$ cat config.mk
export PLATFORM = sky130hd
export DESIGN_NAME = memory_8x32_ctrl_flat
export DESIGN_NICKNAME = d
export VERILOG_FILES = /design/src/rtl/memory_8x32_pkg.sv /design/src/rtl/memory_8x32_ctrl_if.sv /design/src/rtl/memory_8x32_ctrl.sv /design/src/flat_wrapper.sv
export SDC_FILE = /design/constraint.sdc
export NUM_CORES = 1
export LEC_CHECK = 0
export CORE_MARGIN = 5
export CORE_UTILIZATION = 36
export DETAILED_ROUTE_END_ITERATION = 10
export GPL_ROUTABILITY_DRIVEN = 0
export PLACE_DENSITY = 0.83
export SYNTH_ARGS = -nofsm -noshare
export SYNTH_HDL_FRONTEND = slang
export SYNTH_SLANG_ARGS = --single-unit
export TNS_END_PERCENT = 5
$ cat constraint.sdc
create_clock -name clk -period 1.7 [get_ports clk]
set_input_delay 0.34 -clock clk [delete_from_list [all_inputs] [get_ports clk]]
set_output_delay 0.34 -clock clk [all_outputs]
set_load 0.1 [all_outputs]
$ cat src/rtl/memory_8x32_pkg.sv
// Shared widths and FSM state encoding for the 8x32 SRAM controller.
package memory_8x32_pkg;

   localparam int unsigned ADDR_W = 3;
   localparam int unsigned DATA_W = 32;
   localparam int unsigned DEPTH  = 8;

   typedef enum logic [2:0] {
      IDLE,
      WR,
      RD_ADDR,
      RD_DATA,
      RSP,
      CLR
   } ctrl_state_e;

endpackage

$ cat src/rtl/memory_8x32_ctrl_if.sv
// Client-side request, response and bulk-clear channels of the 8x32 SRAM controller.
interface memory_8x32_ctrl_if
   import memory_8x32_pkg::*;
();

   logic              req_valid;
   logic              req_ready;
   logic              req_write;
   logic [ADDR_W-1:0] req_addr;
   logic [DATA_W-1:0] req_wdata;
   logic              clr_start;
   logic [DATA_W-1:0] clr_data;
   logic              clr_busy;
   logic              rsp_valid;
   logic              rsp_ready;
   logic [DATA_W-1:0] rsp_data;

   modport master (
      output req_valid, req_write, req_addr, req_wdata, clr_start, clr_data, rsp_ready,
      input  req_ready, clr_busy, rsp_valid, rsp_data
   );

   modport slave (
      input  req_valid, req_write, req_addr, req_wdata, clr_start, clr_data, rsp_ready,
      output req_ready, clr_busy, rsp_valid, rsp_data
   );

endinterface

$ cat src/rtl/memory_8x32_ctrl.sv
// Sole driver of the memory_8x32 SRAM pins: serialises client reads/writes and
// performs a bulk fill of every location on request.
module memory_8x32_ctrl
   import memory_8x32_pkg::*;
(
   input  logic               clk,
   input  logic               reset,
   memory_8x32_ctrl_if.slave  bus,
   output logic [ADDR_W-1:0]  mem_address,
   output logic               mem_write_enable,
   output logic [DATA_W-1:0]  mem_write_data,
   input  logic [DATA_W-1:0]  mem_read_data
);

   localparam logic [ADDR_W-1:0] LAST_ADDR = ADDR_W'(DEPTH - 1);

   ctrl_state_e       state_q, state_d;
   logic [ADDR_W-1:0] cnt_q, cnt_d;
   logic [ADDR_W-1:0] addr_q, addr_d;
   logic              we_q, we_d;
   logic [DATA_W-1:0] wdata_q, wdata_d;
   logic              rsp_valid_q, rsp_valid_d;
   logic [DATA_W-1:0] rsp_data_q, rsp_data_d;
   logic              busy_q, busy_d;

   // A clear request in the same cycle masks the request channel.
   assign bus.req_ready = (state_q == IDLE) && !bus.clr_start;

   assign mem_address      = addr_q;
   assign mem_write_enable = we_q;
   assign mem_write_data   = wdata_q;
   assign bus.rsp_valid    = rsp_valid_q;
   assign bus.rsp_data     = rsp_data_q;
   assign bus.clr_busy     = busy_q;

   // State and output registers; the SRAM is not reset so an in-flight write still lands.
   always_ff @(posedge clk) begin
      if (reset) begin
         state_q     <= IDLE;
         cnt_q       <= '0;
         addr_q      <= '0;
         we_q        <= 1'b0;
         wdata_q     <= '0;
         rsp_valid_q <= 1'b0;
         rsp_data_q  <= '0;
         busy_q      <= 1'b0;
      end else begin
         state_q     <= state_d;
         cnt_q       <= cnt_d;
         addr_q      <= addr_d;
         we_q        <= we_d;
         wdata_q     <= wdata_d;
         rsp_valid_q <= rsp_valid_d;
         rsp_data_q  <= rsp_data_d;
         busy_q      <= busy_d;
      end
   end

   // Next-state and next-output logic; write enable drops unless a state re-asserts it.
   always_comb begin
      state_d     = state_q;
      cnt_d       = cnt_q;
      addr_d      = addr_q;
      we_d        = 1'b0;
      wdata_d     = wdata_q;
      rsp_valid_d = rsp_valid_q;
      rsp_data_d  = rsp_data_q;
      busy_d      = 1'b0;

      case (state_q)
         IDLE: begin
            if (bus.clr_start) begin
               state_d = CLR;
               cnt_d   = '0;
               addr_d  = '0;
               we_d    = 1'b1;
               wdata_d = bus.clr_data;
               busy_d  = 1'b1;
            end else if (bus.req_valid) begin
               addr_d = bus.req_addr;
               if (bus.req_write) begin
                  state_d = WR;
                  wdata_d = bus.req_wdata;
                  we_d    = 1'b1;
               end else begin
                  state_d = RD_ADDR;
               end
            end
         end
         WR:      state_d = IDLE;
         RD_ADDR: state_d = RD_DATA;
         RD_DATA: begin
            rsp_data_d  = mem_read_data;
            rsp_valid_d = 1'b1;
            state_d     = RSP;
         end
         RSP: begin
            if (bus.rsp_ready) begin
               rsp_valid_d = 1'b0;
               state_d     = IDLE;
            end
         end
         CLR: begin
            // Stop after the last location so the counter never wraps.
            if (cnt_q == LAST_ADDR) begin
               state_d = IDLE;
            end else begin
               cnt_d  = ADDR_W'(cnt_q + 1'b1);
               addr_d = ADDR_W'(cnt_q + 1'b1);
               we_d   = 1'b1;
               busy_d = 1'b1;
            end
         end
         default: state_d = IDLE;
      endcase
   end

endmodule

$ cat src/flat_wrapper.sv
// flat-port wrapper written by rule: the top's interface ports become plain ports
module memory_8x32_ctrl_flat import memory_8x32_pkg::*;
  (clk, reset, mem_address, mem_write_enable, mem_write_data, mem_read_data, bus_req_valid, bus_req_write, bus_req_addr, bus_req_wdata, bus_clr_start, bus_clr_data, bus_rsp_ready, bus_req_ready, bus_clr_busy, bus_rsp_valid, bus_rsp_data);
  memory_8x32_ctrl_if bus_i ();
  input  logic clk;
  input  logic reset;
  output logic [ADDR_W-1:0] mem_address;
  output logic mem_write_enable;
  output logic [DATA_W-1:0] mem_write_data;
  input  logic [DATA_W-1:0] mem_read_data;
  input wire logic [$bits(bus_i.req_valid)-1:0] bus_req_valid;
  input wire logic [$bits(bus_i.req_write)-1:0] bus_req_write;
  input wire logic [$bits(bus_i.req_addr)-1:0] bus_req_addr;
  input wire logic [$bits(bus_i.req_wdata)-1:0] bus_req_wdata;
  input wire logic [$bits(bus_i.clr_start)-1:0] bus_clr_start;
  input wire logic [$bits(bus_i.clr_data)-1:0] bus_clr_data;
  input wire logic [$bits(bus_i.rsp_ready)-1:0] bus_rsp_ready;
  output wire logic [$bits(bus_i.req_ready)-1:0] bus_req_ready;
  output wire logic [$bits(bus_i.clr_busy)-1:0] bus_clr_busy;
  output wire logic [$bits(bus_i.rsp_valid)-1:0] bus_rsp_valid;
  output wire logic [$bits(bus_i.rsp_data)-1:0] bus_rsp_data;
  assign bus_i.req_valid = bus_req_valid;
  assign bus_i.req_write = bus_req_write;
  assign bus_i.req_addr = bus_req_addr;
  assign bus_i.req_wdata = bus_req_wdata;
  assign bus_i.clr_start = bus_clr_start;
  assign bus_i.clr_data = bus_clr_data;
  assign bus_i.rsp_ready = bus_rsp_ready;
  assign bus_req_ready = bus_i.req_ready;
  assign bus_clr_busy = bus_i.clr_busy;
  assign bus_rsp_valid = bus_i.rsp_valid;
  assign bus_rsp_data = bus_i.rsp_data;
  memory_8x32_ctrl u_core (.clk(clk), .reset(reset), .bus(bus_i), .mem_address(mem_address), .mem_write_enable(mem_write_enable), .mem_write_data(mem_write_data), .mem_read_data(mem_read_data));
endmodule
Word level (Yosys, flattened, before mapping)
Cells that the tools add are included.
{ "totals": {"inputBits": 105, "regBits": 76, "elab_cells": 55} }
{ "op_classes": {"n_addsub": 1, "n_eq_ne": 10, "n_reduce_logical": 12, "mux": 24} }
{ "ops": {"columns": ["op", "count"], "rows": [
  ["two-way mux 32 bit", 3],
  ["two-way mux 3 bit", 8],
  ["one-hot mux 3 bit (5 select lines)", 1],
  ["one-hot mux 3 bit (2 select lines)", 2],
  ["AND reduction 3 bit", 4],
  ["equality test 3 bit (second input constant)", 3],
  ["nonzero test 2 bit", 4],
  ["equality test 3 x 2 -> 1 bit (second input constant)", 2],
  ["two-way mux 1 bit", 6],
  ["!= test 2 bit (second input constant)", 3],
  ["one-hot mux 1 bit (2 select lines)", 3],
  ["adder 3 x 1 -> 3 bit (second input constant)", 1],
  ["zero test 3 bit", 1],
  ["!= test 3 bit (second input constant)", 1],
  ["two-way mux 2 bit", 1],
  ["!= test 2 x 1 -> 1 bit (second input constant)", 1],
  ["AND reduction 2 bit", 1],
  ["logical AND 1 bit", 1],
  ["zero test 1 bit", 1]
]} }

Depth between registers and ports, before layout
{ "logic_depth": {"word_depth": 4, "depth_mapped": 6} }

Worst setup path before layout
OpenSTA, ideal clock, no wires.
{ "synth_timing": {"kind": "register -> output", "from": "register u_core.state_q[0]", "to": "output bus_req_ready", "setup_slack_ns": -0.763, "required_ns": 1.360, "t_arrival_ns": 2.123, "path_buffers": 1, "stages_incl_launch_ff": 4, "cell_sequence": "dfxtp_1 buf_2 or3_1 nor2_1"} }
{ "synth_via": {"elab_chain_len": 2} }
{ "synth_rtl": {"columns": ["item", "line_no", "source"], "rows": [
  ["start, declared", "memory_8x32_ctrl.sv:17", "ctrl_state_e state_q, state_d;"],
  ["start signal, assigned", "memory_8x32_ctrl.sv:48", "state_q <= state_d;"],
  ["zero test 3 bit", "memory_8x32_ctrl.sv:27", "assign bus.req_ready = (state_q == IDLE) && !bus.clr_start;"],
  ["logical AND 1 bit", "memory_8x32_ctrl.sv:27", null],
  ["end, declared", "flat_wrapper.sv:18", "output wire logic [$bits(bus_i.req_ready)-1:0] bus_req_ready;"]
]} }
Every way passes these cells.

Worst setup path after layout
{ "layout_timing": {"from": "register u_core.state_q[2]", "to": "output bus_req_ready"} }
The elaborated chain is that of the path after synthesis.

==> parameters.txt <==
Parameter                              Value

Cells and area
  Final design area excluding fillers    6320 µm²
  Synth-to-Final Area Change    82.6%
  Final layout net count    643
  Register cell area after layout    1530 µm²
  Fraction of final layout cells with drive strength greater than 1    28.9%
  Area of combinational cells with multiple inputs    1790 µm²
  Diodes inserted    0
  Fill cell count    710

Floorplan
  Chip width    108 µm
  Die span in y    108 µm
  Io pins    176
  Effective utilization at floorplan    37.3%
  Core region area    9280 µm²
  Standard-cell row count    35
  Die area    11700 µm²

Worst setup path
  Worst reg2reg path startpoint    u_core.cnt_q[0]$_SDFFE_PP0P_
  Reg-to-reg slack, setup    0.06 ns
  Kind of start point of the critical path    flop
  Required @ worst endpoint    1.36 ns
  Type of destination of the critical path    output port
  Worst path bufs/invs    1
  Cell with the largest stage delay on the worst path    or3_4
  List of cells traversed by the critical path    or3_4 -> nor2_4 -> buf_12
  Data arrival time of the critical path    1.37 ns
  Endpoint of the lowest-slack register-to-register path    u_core.state_q[1]$_SDFFE_PP0P_
  Cell family with the largest share of critical-path delay    simple AND/OR/NAND/NOR gates
  Critical path type    reg2out
  Worst reg-to-reg path cell count    5
  Maximum net fanout on the critical path    2
  Delay contributed by the slowest stage of the critical path    0.40 ns

Placement
  HPWL after detailed placement    8480 µm
  Port buffer count    175
  Post-DP Area    6060 µm²

Timing
  Final Hold Slack    0.396 ns
  Number of setup violations in the final report    1
  Normalized max-slew margin    67.9%
  Final critical-path required period    1.71 ns
  Final max-slew violation count    0
  Final Worst Setup Slack    -0.00545 ns
  Clock skew    0.00733 ns
  Post-route clock period utilization    100%
  Slew of the pin with the lowest slew margin    0.480 ns
  Unrepaired setup endpoints after global routing    true
  Hold violation count in the final report    0
  Peak Freq    0.586 GHz

Route
  Post-detailed-route count of antenna-violating nets    0
  Total DRC errors in the routed layout    0
  Via total after detailed routing    3332
  Detail-routed via count per cell    4.98
  Wire length per cell after detailed routing    16.3 µm
  Total Routed Length    10900 µm
  Router iterations before antenna repair    4
  Number of DRC markers after the initial detailed-route iteration    129

CTS
  Clk_lat worst skew    0.32 ns
  Hold-fix buffers at CTS    0
  Root buffer cell    clkbuf_8
  CTS H-Tree Depth    3
  Clock tree from TritonCTS    yes
  CTS buffer count    9
  Clock buffer depth    2
  Number of clock sinks    76
  Register clock-pin slew on the reported worst setup and hold paths    0.07 ns

Yosys
  Synthesized instance count    365
  Area share of the largest cell type after synthesis    44.0%
  Ranking of synthesized cells by instance count    76 x dfxtp_1, 69 x a21oi_1, 65 x nand2_1
  Mean cell area of the mapped netlist    9.48 µm²
  Most frequent cell after synthesis    dfxtp_1
  Cell type with the highest aggregate area in the netlist    dfxtp_1
  Sequential-to-total area share from yosys stat    44.0%
  Number of distinct library cells after synthesis    36
  Mapped Nets    472
  Share of synthesized flip-flops with an asynchronous set or reset    0%
  Flip-flop cell with the highest count after synthesis    dfxtp_1
  Post-Synthesis Cell Area    3460 µm²
  Area contributors post-synth    dfxtp_1 44%, a211oi_2 11%, mux2i_1 10%
  Synth Register Bits    76
  Yosys warnings    0
  Number of enable flip-flop cells after synthesis    0

Worst hold path
  Worst min-delay path startpoint    reset
  Tightest Hold Check Type    in2reg
  Cells on Worst Hold Path    2
  Hold Crit Endpoint    u_core.bus.clr_busy$_SDFF_PP0_

GRT
  Overflow left after global routing    0
  Wire length of the first global-routing pass    16700 µm
  Pin count of the biggest net entering global routing    33
  Number of global-route vias before repair    3403
  Tot GR Track Use    17.9%
  Initial antenna violation count    0

Outcome
  Run status    finished, violations left
  Failing checks    setup timing

Power
  Maximum vdd ir drop    738 µV
  Leak Pwr    2.35 nW
  Total power density per cell area    1090 nW/µm²

Run
  Max capacitance violation total    0
[flip-flops by register name, summed over array words and instances, names as in the netlist]
name	count
u_core.state_q	3
u_core.cnt_q	3
u_core.bus.rsp_data	32
u_core.bus.rsp_valid	1
u_core.bus.clr_busy	1
u_core.mem_write_enable	1
u_core.mem_address	3
u_core.mem_write_data	32
[where the power goes]
| part | internal, mW | total [mW] | switching [mW] |
|---|---|---|---|
| clock | 0.560 | 1.18 | 0.623 |
| combinational | 1.37 | 3.51 | 2.14 |
| sequential | 1.99 | 2.21 | 0.221 |
[placed cells by master (no fill, tap or decap), drive strengths merged, types with 2 or more instances in the layout]
cell type / count
clkdlybuf4s50: 102
buf: 93
dfxtp: 76
a21oi: 69
nand2: 65
a211oi: 37
mux2i: 35
clkbuf: 11
nand3b: 7
nand2b: 4
nor2: 4
nor3: 4
or3: 4
and3b: 3
inv: 3
clkinv: 3
nor2b: 2
ha: 2
a311oi: 2
o21ai: 2
[worst register-to-register path: cells and delay by family (launching register included)]
kind	cells	cell delay, ns
AND/OR/NAND/NOR	1	0.48
flip-flops	1	0.34
AO/OA/AOI/OAI	2	0.37
adder cells (fa/ha/maj)	2	0.33
[metal layers]
metal | routed length, µm | track usage (%) | up-vias | part of all wire, %
li1 | - | - | 1631 | -
met1 | 4230 | 19.9 | 1556 | 39
met2 | 5770 | 33.7 | 124 | 53
met3 | 626 | 2.87 | 21 | 5.7
met4 | 278 | 7.21 | 0 | 2.5
met5 | 0 | 0 | - | 0
[worst max-delay path by stage]
stage	slack, ns	from	end	depth (start not counted)
after global routing	-0.06	u_core.state_q[2]$_SDFFE_PP0P_	bus_req_ready	3
after detailed placement	-0.04	bus_req_write	u_core.mem_write_data[1]$_SDFFE_PP0P_	5
after CTS	-0.03	u_core.state_q[2]$_SDFFE_PP0P_	bus_req_ready	3
after floorplan	0.003	u_core.state_q[2]$_SDFFE_PP0P_	bus_req_ready	3
final	-0.005	u_core.state_q[2]$_SDFFE_PP0P_	bus_req_ready	3
after global placement	0.02	bus_req_valid	u_core.state_q[1]$_SDFFE_PP0P_	4
[area by class of cell]
cell class | count | share of cell area (%)
tap | 129 | 2.55
sequential | 76 | 24.2
clock buffer | 11 | 2.24
timing repair buffer | 195 | 42.0
clock inverter | 4 | 0.416
inverter | 3 | 0.178
multi-input combinational | 251 | 28.3
[logic make-up (layout without fill, tap and decap cells)]
| family | count (synthesis) | after routing | synth area share (%) |
|---|---|---|---|
| compound gates | 116 | 116 | 25.0 |
| fa+ha+maj | 2 | 2 | 0.723 |
| buf+inv | 38 | 213 | 6.33 |
| flops | 76 | 76 | 44.0 |
| mux | 36 | 36 | 10.5 |
| simple gates | 97 | 97 | 13.6 |
[per-stage QoR]
| stage | TNS, ns | instances | util, % | total power [mW] | setup slack [ns] |
|---|---|---|---|---|---|
| global route | -0.0795 | 669 | 68.0 | 7.16 | -0.0618 |
| global placement | 0 | 650 | 65.3 | 5.65 | 0.0221 |
| CTS | -0.0288 | 668 | 67.4 | 6.93 | -0.0288 |
| floorplan | 0 | 365 | - | 4.38 | 0.00304 |
| finish | -0.00545 | 669 | 68.0 | 6.90 | -0.00545 |
| detailed placement | -0.179 | 650 | 65.3 | 5.72 | -0.0446 |
[repair_timing]
item,in CTS,in global routing
gates resized for setup,4,9
setup endpoints to repair,2,5
endpoints found under the hold margin,0,0
cloned,0,0
pin swaps,6,3
buffers inserted,3,1
Power figures use the tool's default switching activity.
